<file path="config.mk">
export PLATFORM = sky130hd
export DESIGN_NAME = shout_clk_bank
export DESIGN_NICKNAME = d
export VERILOG_FILES = /design/src/rtl/shout_clk_bank.sv
export SDC_FILE = /design/constraint.sdc
export NUM_CORES = 1
export LEC_CHECK = 0
export ABC_AREA = 1
export ABC_CLOCK_PERIOD_IN_PS = 5350
export BUFFER_PORTS_ARGS = -buffer_cell sky130_fd_sc_hd__buf_2
export CORE_AREA = 3 3 144 118
export DETAILED_ROUTE_END_ITERATION = 6
export DIE_AREA = 0 0 147 121
export GPL_TIMING_DRIVEN = 0
export SLEW_MARGIN = 25
export SYNTH_ARGS = -nofsm -noshare
export SYNTH_HDL_FRONTEND = slang
export SYNTH_SLANG_ARGS = --single-unit
</file>
<file path="constraint.sdc">
create_clock -name clk_in -period 5.35 [get_ports clk_in]
set_input_delay 0 -clock clk_in [delete_from_list [all_inputs] [get_ports clk_in]]
set_output_delay 0 -clock clk_in [all_outputs]
set_load 0.01 [all_outputs]
</file>
<file path="src/rtl/shout_clk_bank.sv">
// rtl/shout_clk_bank.sv - bank of NCH runtime-programmable divided shout clocks from one fast clock
// Optional SHOUT_CLK_RNDPH_EN: sync preloads each counter from rnd instead of the fixed phase ladder.
module shout_clk_bank #(
  parameter int             NCH        = 4,
  parameter int             DIV_W      = 8,
  parameter int             RND_W      = 5,
  parameter int             JIT_W      = 2,
  parameter int             DEF_DIV    = 22,
  parameter int             PHASE_STEP = 5,
  parameter logic [NCH-1:0] EN_RST     = {NCH{1'b1}}
) (
  input  logic             clk_in,
  input  logic             reset,
  input  logic [RND_W-1:0] rnd,
  input  logic             wr_en,
  input  logic [3:0]       wr_ch,
  input  logic [DIV_W-1:0] wr_div,
  input  logic             wr_jit,
  input  logic             wr_chen,
  input  logic             sync,
  output logic [NCH-1:0]   clk_out,
  output logic [NCH-1:0]   tick
);

  // One extra bit so a counter can reach a jittered terminal above 2^DIV_W-1.
  localparam int CNT_W = DIV_W + 1;

  function automatic logic [DIV_W-1:0] phase_of(input int i);
    return DIV_W'(i * PHASE_STEP);
  endfunction

  logic [CNT_W-1:0] cnt_q     [NCH];
  logic [CNT_W-1:0] cnt_d     [NCH];
  logic [DIV_W-1:0] div_act_q [NCH];
  logic [DIV_W-1:0] div_act_d [NCH];
  logic [DIV_W-1:0] div_sh_q  [NCH];
  logic [DIV_W-1:0] div_sh_d  [NCH];
  logic [JIT_W-1:0] jit_r_q   [NCH];
  logic [JIT_W-1:0] jit_r_d   [NCH];
  logic [CNT_W-1:0] term      [NCH];
  logic [DIV_W-1:0] preload   [NCH];

  logic [NCH-1:0] jit_act_q, jit_act_d;
  logic [NCH-1:0] jit_sh_q,  jit_sh_d;
  logic [NCH-1:0] en_q,      en_d;
  logic [NCH-1:0] clk_q,     clk_d;
  logic [NCH-1:0] tick_q,    tick_d;
  logic [NCH-1:0] hit;

  logic unused_rnd;
  assign unused_rnd = ^rnd;

  always_comb begin
    jit_act_d = jit_act_q;
    jit_sh_d  = jit_sh_q;
    en_d      = en_q;
    clk_d     = clk_q;
    tick_d    = '0;
    hit       = '0;
    for (int i = 0; i < NCH; i++) begin
      cnt_d[i]     = cnt_q[i];
      div_act_d[i] = div_act_q[i];
      div_sh_d[i]  = div_sh_q[i];
      jit_r_d[i]   = jit_r_q[i];
      term[i]      = CNT_W'(div_act_q[i]) +
                     (jit_act_q[i] ? CNT_W'(jit_r_q[i]) : CNT_W'(0));
`ifdef SHOUT_CLK_RNDPH_EN
      preload[i]   = DIV_W'(rnd) ^ DIV_W'(i);
`else
      preload[i]   = phase_of(i);
`endif

      // Config lands in the shadow; reload and sync below read the old shadow.
      hit[i] = wr_en && (wr_ch == 4'(i));
      if (hit[i]) begin
        div_sh_d[i] = wr_div;
        jit_sh_d[i] = wr_jit;
        en_d[i]     = wr_chen;
      end

      if (!en_q[i]) begin
        cnt_d[i] = '0;
        clk_d[i] = 1'b0;
      end else if (sync) begin
        cnt_d[i]     = CNT_W'(preload[i]);
        clk_d[i]     = 1'b0;
        div_act_d[i] = div_sh_q[i];
        jit_act_d[i] = jit_sh_q[i];
        jit_r_d[i]   = '0;
      end else if (cnt_q[i] >= term[i]) begin
        cnt_d[i]     = '0;
        clk_d[i]     = ~clk_q[i];
        tick_d[i]    = 1'b1;
        div_act_d[i] = div_sh_q[i];
        jit_act_d[i] = jit_sh_q[i];
        jit_r_d[i]   = rnd[JIT_W-1:0];
      end else begin
        cnt_d[i] = cnt_q[i] + CNT_W'(1);
      end
    end
  end

  always_ff @(posedge clk_in or posedge reset) begin
    if (reset) begin
      jit_act_q <= '0;
      jit_sh_q  <= '0;
      en_q      <= EN_RST;
      clk_q     <= '0;
      tick_q    <= '0;
      for (int i = 0; i < NCH; i++) begin
        cnt_q[i]     <= CNT_W'(phase_of(i));
        div_act_q[i] <= DIV_W'(DEF_DIV);
        div_sh_q[i]  <= DIV_W'(DEF_DIV);
        jit_r_q[i]   <= '0;
      end
    end else begin
      jit_act_q <= jit_act_d;
      jit_sh_q  <= jit_sh_d;
      en_q      <= en_d;
      clk_q     <= clk_d;
      tick_q    <= tick_d;
      for (int i = 0; i < NCH; i++) begin
        cnt_q[i]     <= cnt_d[i];
        div_act_q[i] <= div_act_d[i];
        div_sh_q[i]  <= div_sh_d[i];
        jit_r_q[i]   <= jit_r_d[i];
      end
    end
  end

  assign clk_out = clk_q;
  assign tick    = tick_q;

endmodule
</file>
==> metrics, run 1 <==
crit-path cells nand2_1 -> inv_1 -> ha_1 -> inv_1 -> fa_1 -> nor2_1 -> nand2_1 -> nor2_1 -> a21oi_1 -> or2_2 -> ha_1 -> a21oi_1 -> o21a_2 -> nand2_1 -> inv_1 -> nand2_2 -> nor2_1; number of register bits inferred by synthesis 128; Layout Nets 948; Mapped Nets 888; synth cell count leaders nand2_1, inv_1, dfrtp_1; Max-Cap Viols 0; part of the cycle the worst path needs 56.4%; CTS tree yes; Yosys Warn Count 0; largest net degree at the start of global routing 98; wire per inst 13.3 µm; layout cells sized above 1 15.9%; Top Ports 31; top-area cell type share of the netlist area 33.1%; Final min period 3.02 ns; HPWL Detailed 10,500 µm; slowest CP cell fa_1; Routed Antenna Nets 0; RSZ-0062 raised after global routing false; Register-to-Register Path Depth 17; Worst Path Class, Setup register to register; Area Growth Syn to Fin 17.6%; Synth async-reset ratio 100%; diodes inserted 0; WL final 14,600 µm; vias in the first global route 5,326; status finished, final reports clean; Overall Global Routing Usage 17.8%; later-pin clock latency in the skew report 0.41 ns; Top delay family on crit path simple AND/OR/NAND/NOR gates; Die X 147 µm; Worst Max-Slew Pin Slew 0.522 ns; Yosys top cell by area dfrtp_1; initial antenna violation count 0; final setup TNS 0 ns; DR pass1 iterations 5; Synth Area per Inst 8.56 µm²; DR vias/cell 4.75; LEAKAGE 4.01 nW; R2R setup slack 2.33 ns; Worst Skew 0.00708 ns; Area contributors post-synth dfrtp_1, dfstp_2, nand2_1, ha_1, nand3_1; Critical R2R Capture cnt_q[26]$_DFF_PP0_; DRC viols 0; WP data arrival 3.36 ns; number of flops mapped to enable cells by yosys 0; library cells used by synthesis 31; Total Power 3.74 mW; CP Buf/Inv Count 3; fin. max-slew vios 0; clock net sink count 128; mapped cell area 0.00696 mm²; gp weighted congestion 0.765; fillcell total 1,513; clock root buffer clkbuf_16; total gr overflow 0; H-tree level count 4; DR vias 5,232; fmax 332 MHz; Worst EP required 5.69 ns; Max-Slew Margin vs Limit 65.2%; # setup viols final 0; IO Port Bufs 26; Pwr per Cell Area 457 mW/mm²; clock-pin slew on the worst setup and hold paths 0.06 ns; Starting Density 44.3%; die extent in y 121 µm; Hold WC Path Type input pin to async pin; Post-CTS Resized 0; clk buf depth 2; # rows 41; crit start category register; Post-Syn Instances 813; slowest cell delay on critical path 0.39 ns; Iteration-0 DRC Markers 254; Peak VDD IR 0.189 mV; reg-to-reg startpoint jit_act_q[1]$_DFFE_PP0P_; Hold Vio Cnt, Final 0; CP max FO 7; prevailing post-synth register cell dfrtp_1; core footprint 0.0157 mm²; first-pass GRT wire length 25,200 µm; nature of the critical path endpoint register; die area 0.0178 mm²; CTS Buf Count 17; top-count cell post-synth nand2_1; sequential area share after synthesis 46.7%
[cells by family (layout without fill, tap and decap cells)]
group	count (synthesis)	in the layout	share of synthesized area (%)
compound gates	75	75	5.73
xor+xnor	33	33	4.15
fa+ha+maj	52	52	9.78
buf+inv	113	186	6.92
flops	128	128	46.7
simple gates	412	412	26.7
[layer usage]
layer	GRT usage, %	vias up	share of wire, %
li1	-	2713	-
met1	25.1	2445	50
met2	27.3	62	45
met3	3.10	12	4.1
met4	7.51	0	0.93
met5	0	-	0
[cells in the final DEF (no fill, tap or decap)]
| master | n |
|---|---|
| nand2_1 | 207 |
| inv_1 | 93 |
| dfrtp_1 | 92 |
| nand3_1 | 82 |
| nor2_1 | 68 |
| ha_1 | 48 |
| o21ai_0 | 46 |
| dfstp_2 | 36 |
| nand2_2 | 26 |
| buf_2 | 26 |
| a21oi_1 | 24 |
| xor2_1 | 22 |
| clkbuf_1 | 18 |
| clkbuf_16 | 17 |
| dlygate4sd3_1 | 14 |
| xnor2_1 | 11 |
| nand3b_1 | 9 |
| nor3_1 | 5 |
| bufinv_16 | 5 |
| buf_6 | 4 |
| nand3_4 | 4 |
| or2_2 | 4 |
| fa_1 | 4 |
| clkbuf_8 | 4 |
| nand2_4 | 3 |
| inv_8 | 2 |
| o21a_2 | 2 |
| buf_4 | 1 |
| o21a_1 | 1 |
| nand3_2 | 1 |
| nor2_2 | 1 |
| a21oi_2 | 1 |
| o21a_4 | 1 |
| buf_12 | 1 |
| nand4_1 | 1 |
| nor4_2 | 1 |
| buf_16 | 1 |
[per-stage QoR]
step                utilization [%]  hold WS, ns  std cells  setup slack [ns]  instance area [µm²]
global route                   52.2        0.129       1101              2.03                 8190
finish                         52.2       0.0953       1101              2.33                 8190
floorplan                         -        0.144        813              2.00                 6960
global placement               46.9        0.283       1054             0.427                 7360
detailed placement             47.1      -0.0175       1055              2.32                 7390
CTS                            52.2       0.0892       1101              2.32                 8190
[registers in the layout, summed over array words and instances, names as in the netlist]
register   cells
cnt_q         36
div_act_q     32
div_sh_q      32
jit_r_q        8
clk_out        4
en_q           4
jit_act_q      4
jit_sh_q       4
tick           4
[cell type report]
type	instances	area (µm²)	area share, %
inverter	95	372	4.54
timing repair buffer	41	298	3.64
clock inverter	5	150	1.83
buffer	18	118	1.44
clock buffer	27	503	6.14
multi-input combinational	572	3230	39.5
tap	215	269	3.29
sequential	128	3250	39.7
[power breakdown]
part           leakage, nW  switching (mW)  internal (mW)
registers             1.60           0.194           1.26
logic                 2.09           0.613          0.390
clock network        0.316           0.407          0.878
[repair_timing]
item,4_1_cts,5_1_grt
hold endpoints to repair,144,0
buffers inserted,0,0
hold buffers,14,0
[how the worst max path moves through the flow]
stage / cells past startpoint / endpoint / start
2_1_floorplan: 1 / clk_out[0]$_DFFE_PP0P_ / reset
3_3_place_gp: 2 / cnt_q[34]$_DFF_PP0_ / reset
3_5_place_dp: 17 / cnt_q[26]$_DFF_PP0_ / jit_act_q[1]$_DFFE_PP0P_
4_1_cts: 17 / cnt_q[26]$_DFF_PP0_ / jit_act_q[1]$_DFFE_PP0P_
5_1_grt: 17 / cnt_q[26]$_DFF_PP0_ / jit_act_q[1]$_DFFE_PP0P_
6_report: 17 / cnt_q[26]$_DFF_PP0_ / jit_act_q[1]$_DFFE_PP0P_
[worst min-delay path, stage by stage]
cell           delay (ns)
dlygate4sd3_1        0.53
buf_2                0.15
inv_8                0.20
(Power assumes the default switching activity.)
==> run 2, diff against run 1 <==
- ABC_CLOCK_PERIOD_IN_PS: 5350 -> 2660
- clock period: 5.35 -> 2.66 ns (I/O delays scaled with it)
==> metrics, run 2 (synthesis results as in run 1) <==
R2R setup slack -0.16 ns (was 2.33 ns); Final min period 2.82 ns (was 3.02 ns); worst setup path startpoint jit_act_q[1]$_DFFE_PP0P_ (unchanged); total gr overflow 0 (unchanged); worst hold start wr_div[6]; DRC viols 0 (unchanged); later-pin clock latency in the skew report 0.42 ns (was 0.41 ns); Worst Setup EP div_act_q[19]$_DFFE_PP0P_ (was cnt_q[26]$_DFF_PP0_); DR vias/cell 4.84 (was 4.75); WP data arrival 3.17 ns (was 3.36 ns); Crit path depth 20 (was 17); Non-Filler Instances 1,147 (was 1,101); most frequent cells in the layout nand2_1, dfrtp_1, inv_1, nand3_1, nand2_2 (was nand2_1, inv_1, dfrtp_1, nand3_1, nor2_1); Pwr per Cell Area 905 mW/mm² (was 457 mW/mm²); CTS tree yes (unchanged); Hold Vio Cnt, Final 0 (unchanged); clk buf depth 2 (unchanged); Worst EP required 3.02 ns (was 5.69 ns); most numerous cell on the critical path nand2_1; RSZ-0062 raised after global routing true (was false); DR vias 5,552 (was 5,232); Iteration-0 DRC Markers 270 (was 254); layout cells sized above 1 34.2% (was 15.9%); fin worst setup slack -0.159 ns (was 2.33 ns); # rows 41 (unchanged); commonest non-fill, non-tap cell in the layout nand2_1 (unchanged); vias in the first global route 5,430 (was 5,326); Die X 147 µm (unchanged); clock root buffer clkbuf_16 (unchanged); core footprint 0.0157 mm² (unchanged); CTS Buf Count 17 (unchanged); fmax 355 MHz (was 332 MHz); Max-Slew Margin vs Limit 56.4% (was 65.2%); CP Buf/Inv Count 4 (was 3); nature of the critical path endpoint register (unchanged); DR pass1 iterations 4 (was 5); Area Growth Syn to Fin 34.4% (was 17.6%); Largest register FFs 36 (unchanged); Hold WC Path Type input pin to register (was input pin to async pin); clock net sink count 128 (unchanged); Worst Path Class, Setup register to register (unchanged); largest net degree at the start of global routing 32 (was 98); reg-to-reg startpoint jit_act_q[1]$_DFFE_PP0P_ (unchanged); die area 0.0178 mm² (unchanged); gp weighted congestion 0.785 (was 0.765); Register-to-Register Path Depth 20 (was 17); slowest cell delay on critical path 0.38 ns (was 0.39 ns); Layout Nets 993 (was 948); slowest CP cell dfrtp_1 (was fa_1); pre-CTS setup slack -0.334 ns (was 2.32 ns); fillcell total 1,371 (was 1,513); hold depth 3; CP max FO 5 (was 7); Overall Global Routing Usage 18.7% (was 17.8%); wire per inst 14.1 µm (was 13.3 µm); LEAKAGE 4.39 nW (was 4.01 nW); H-tree level count 4 (unchanged); Routed Antenna Nets 0 (unchanged); Final Cell Area 0.00935 mm² (was 0.00819 mm²); IO Port Bufs 26 (unchanged); # setup viols final 48 (was 0); Placed Area 0.00745 mm² (was 0.00739 mm²); Biggest register cnt_q (unchanged); status complete, but fails checks (was finished, final reports clean); crit start category register (unchanged); Max-Cap Viols 0 (unchanged); biggest regs cnt_q x36, div_act_q x32, div_sh_q x32 (unchanged); part of the cycle the worst path needs 106% (was 56.4%); final setup TNS -3.56 ns (was 0 ns); Top Ports 31 (unchanged); HPWL Detailed 10,700 µm (was 10,500 µm); Worst Max-Slew Pin Slew 0.652 ns (was 0.522 ns); Critical R2R Capture div_act_q[19]$_DFFE_PP0P_ (was cnt_q[26]$_DFF_PP0_); initial antenna violation count 0 (unchanged); Post-Route Utilization 59.6% (was 52.2%); first-pass GRT wire length 26,500 µm (was 25,200 µm); die extent in y 121 µm (unchanged); Worst Skew 0.00829 ns (was 0.00708 ns); failing checks negative setup slack; crit-path cells nand2_1 -> inv_2 -> ha_4 -> inv_2 -> fa_2 -> nor2_2 -> nand2_2 -> buf_4 -> xor2_2 -> ha_1 -> nand2_1 -> nor2_1 -> nand2_1 -> nand3_2 -> nand2_4 -> nand3_4 -> nand2_4 -> buf_6 -> nand2_2 -> nand2_1 (was nand2_1 -> inv_1 -> ha_1 -> inv_1 -> fa_1 -> nor2_1 -> nand2_1 -> nor2_1 -> a21oi_1 -> or2_2 -> ha_1 -> a21oi_1 -> o21a_2 -> nand2_1 -> inv_1 -> nand2_2 -> nor2_1); Cells after DPL 1,058 (was 1,055); clock-pin slew on the worst setup and hold paths 0.06 ns (about the same); Top delay family on crit path simple AND/OR/NAND/NOR gates (unchanged); Starting Density 44.3% (unchanged); Peak VDD IR 0.369 mV (was 0.189 mV); fin. max-slew vios 0 (unchanged); WL final 16,100 µm (was 14,600 µm)
==> run 2: changes by cell type in the layout (fill, tap and decap cells not counted), moves of 19 or more <==
cell / before / now
nor2_4: 0 / 19
nand2_2: 26 / 51
buf_4: 1 / 26
nand2_1: 207 / 166
nor2_1: 68 / 39
==> run 2: worst reg2reg max path, cell delays in order, from the launching register on <==
cell and delay (ns):
dfrtp_1 0.38, nand2_1 0.09, inv_2 0.07, ha_4 0.14, inv_2 0.04, fa_2 0.36, nor2_2 0.13, nand2_2 0.08
buf_4 0.14, xor2_2 0.13, ha_1 0.32, nand2_1 0.10, nor2_1 0.04, nand2_1 0.07, nand3_2 0.08, nand2_4 0.13
nand3_4 0.11, nand2_4 0.11, buf_6 0.14, nand2_2 0.04, nand2_1 0.05
==> run 2: per-layer routing <==
metal  track usage, %  share of wire [%]
met5                0                  0
met4             7.16                2.4
met3             3.29                3.1
met2             29.1                 45
met1             26.3                 49
==> run 2: where the power goes <==
part           internal, mW  switching, mW  total, mW  leakage [nW]
sequential             2.54          0.455       2.99          1.60
clock                  1.57          0.878       2.44         0.298
combinational          1.34           1.69       3.03          2.49
==> run 2: metrics by stage <==
stage	power (mW)	hold slack, ns
floorplan	4.46	0.144
global placement	4.89	0.286
detailed placement	4.95	0.0592
CTS	7.97	0.00115
global route	9.05	0.00882
finish	8.46	0.00386
==> run 2: timing repair <==
action | in CTS | in global routing
setup buffers | 26 | 12
hold buffers | 13 | 0
pin swaps | 23 | 61
gates resized for setup | 76 | 123
hold endpoints to repair | 92 | 0
gates cloned | 4 | 1
setup endpoints to repair | 86 | 88
==> run 2: worst min-delay path by stage <==
stage / end / slack, ns
after global placement: tick[3]$_DFF_PP0_ / 0.29
after floorplan: jit_r_q[0]$_DFFE_PP0P_ / 0.14
after global routing: div_sh_q[14]$_DFFE_PP0P_ / 0.009
final: div_sh_q[22]$_DFFE_PP0P_ / 0.004
after CTS: div_sh_q[14]$_DFFE_PP0P_ / 0.001
after detailed placement: clk_out[0]$_DFFE_PP0P_ / 0.06
==> run 2: final cells by class <==
class                           instances  area, µm²  area share (%)
Tap cell                              215        269            2.88
Inverter                               95        388            4.15
Clock inverter                         10        133            1.42
Buffer                                 18        118            1.26
Multi-Input combinational cell        573       3920            41.9
Sequential cell                       128       3250            34.7
Clock buffer                           22        484            5.18
Timing Repair Buffer                   85        787            8.42
Antenna cell                            1       2.50          0.0268
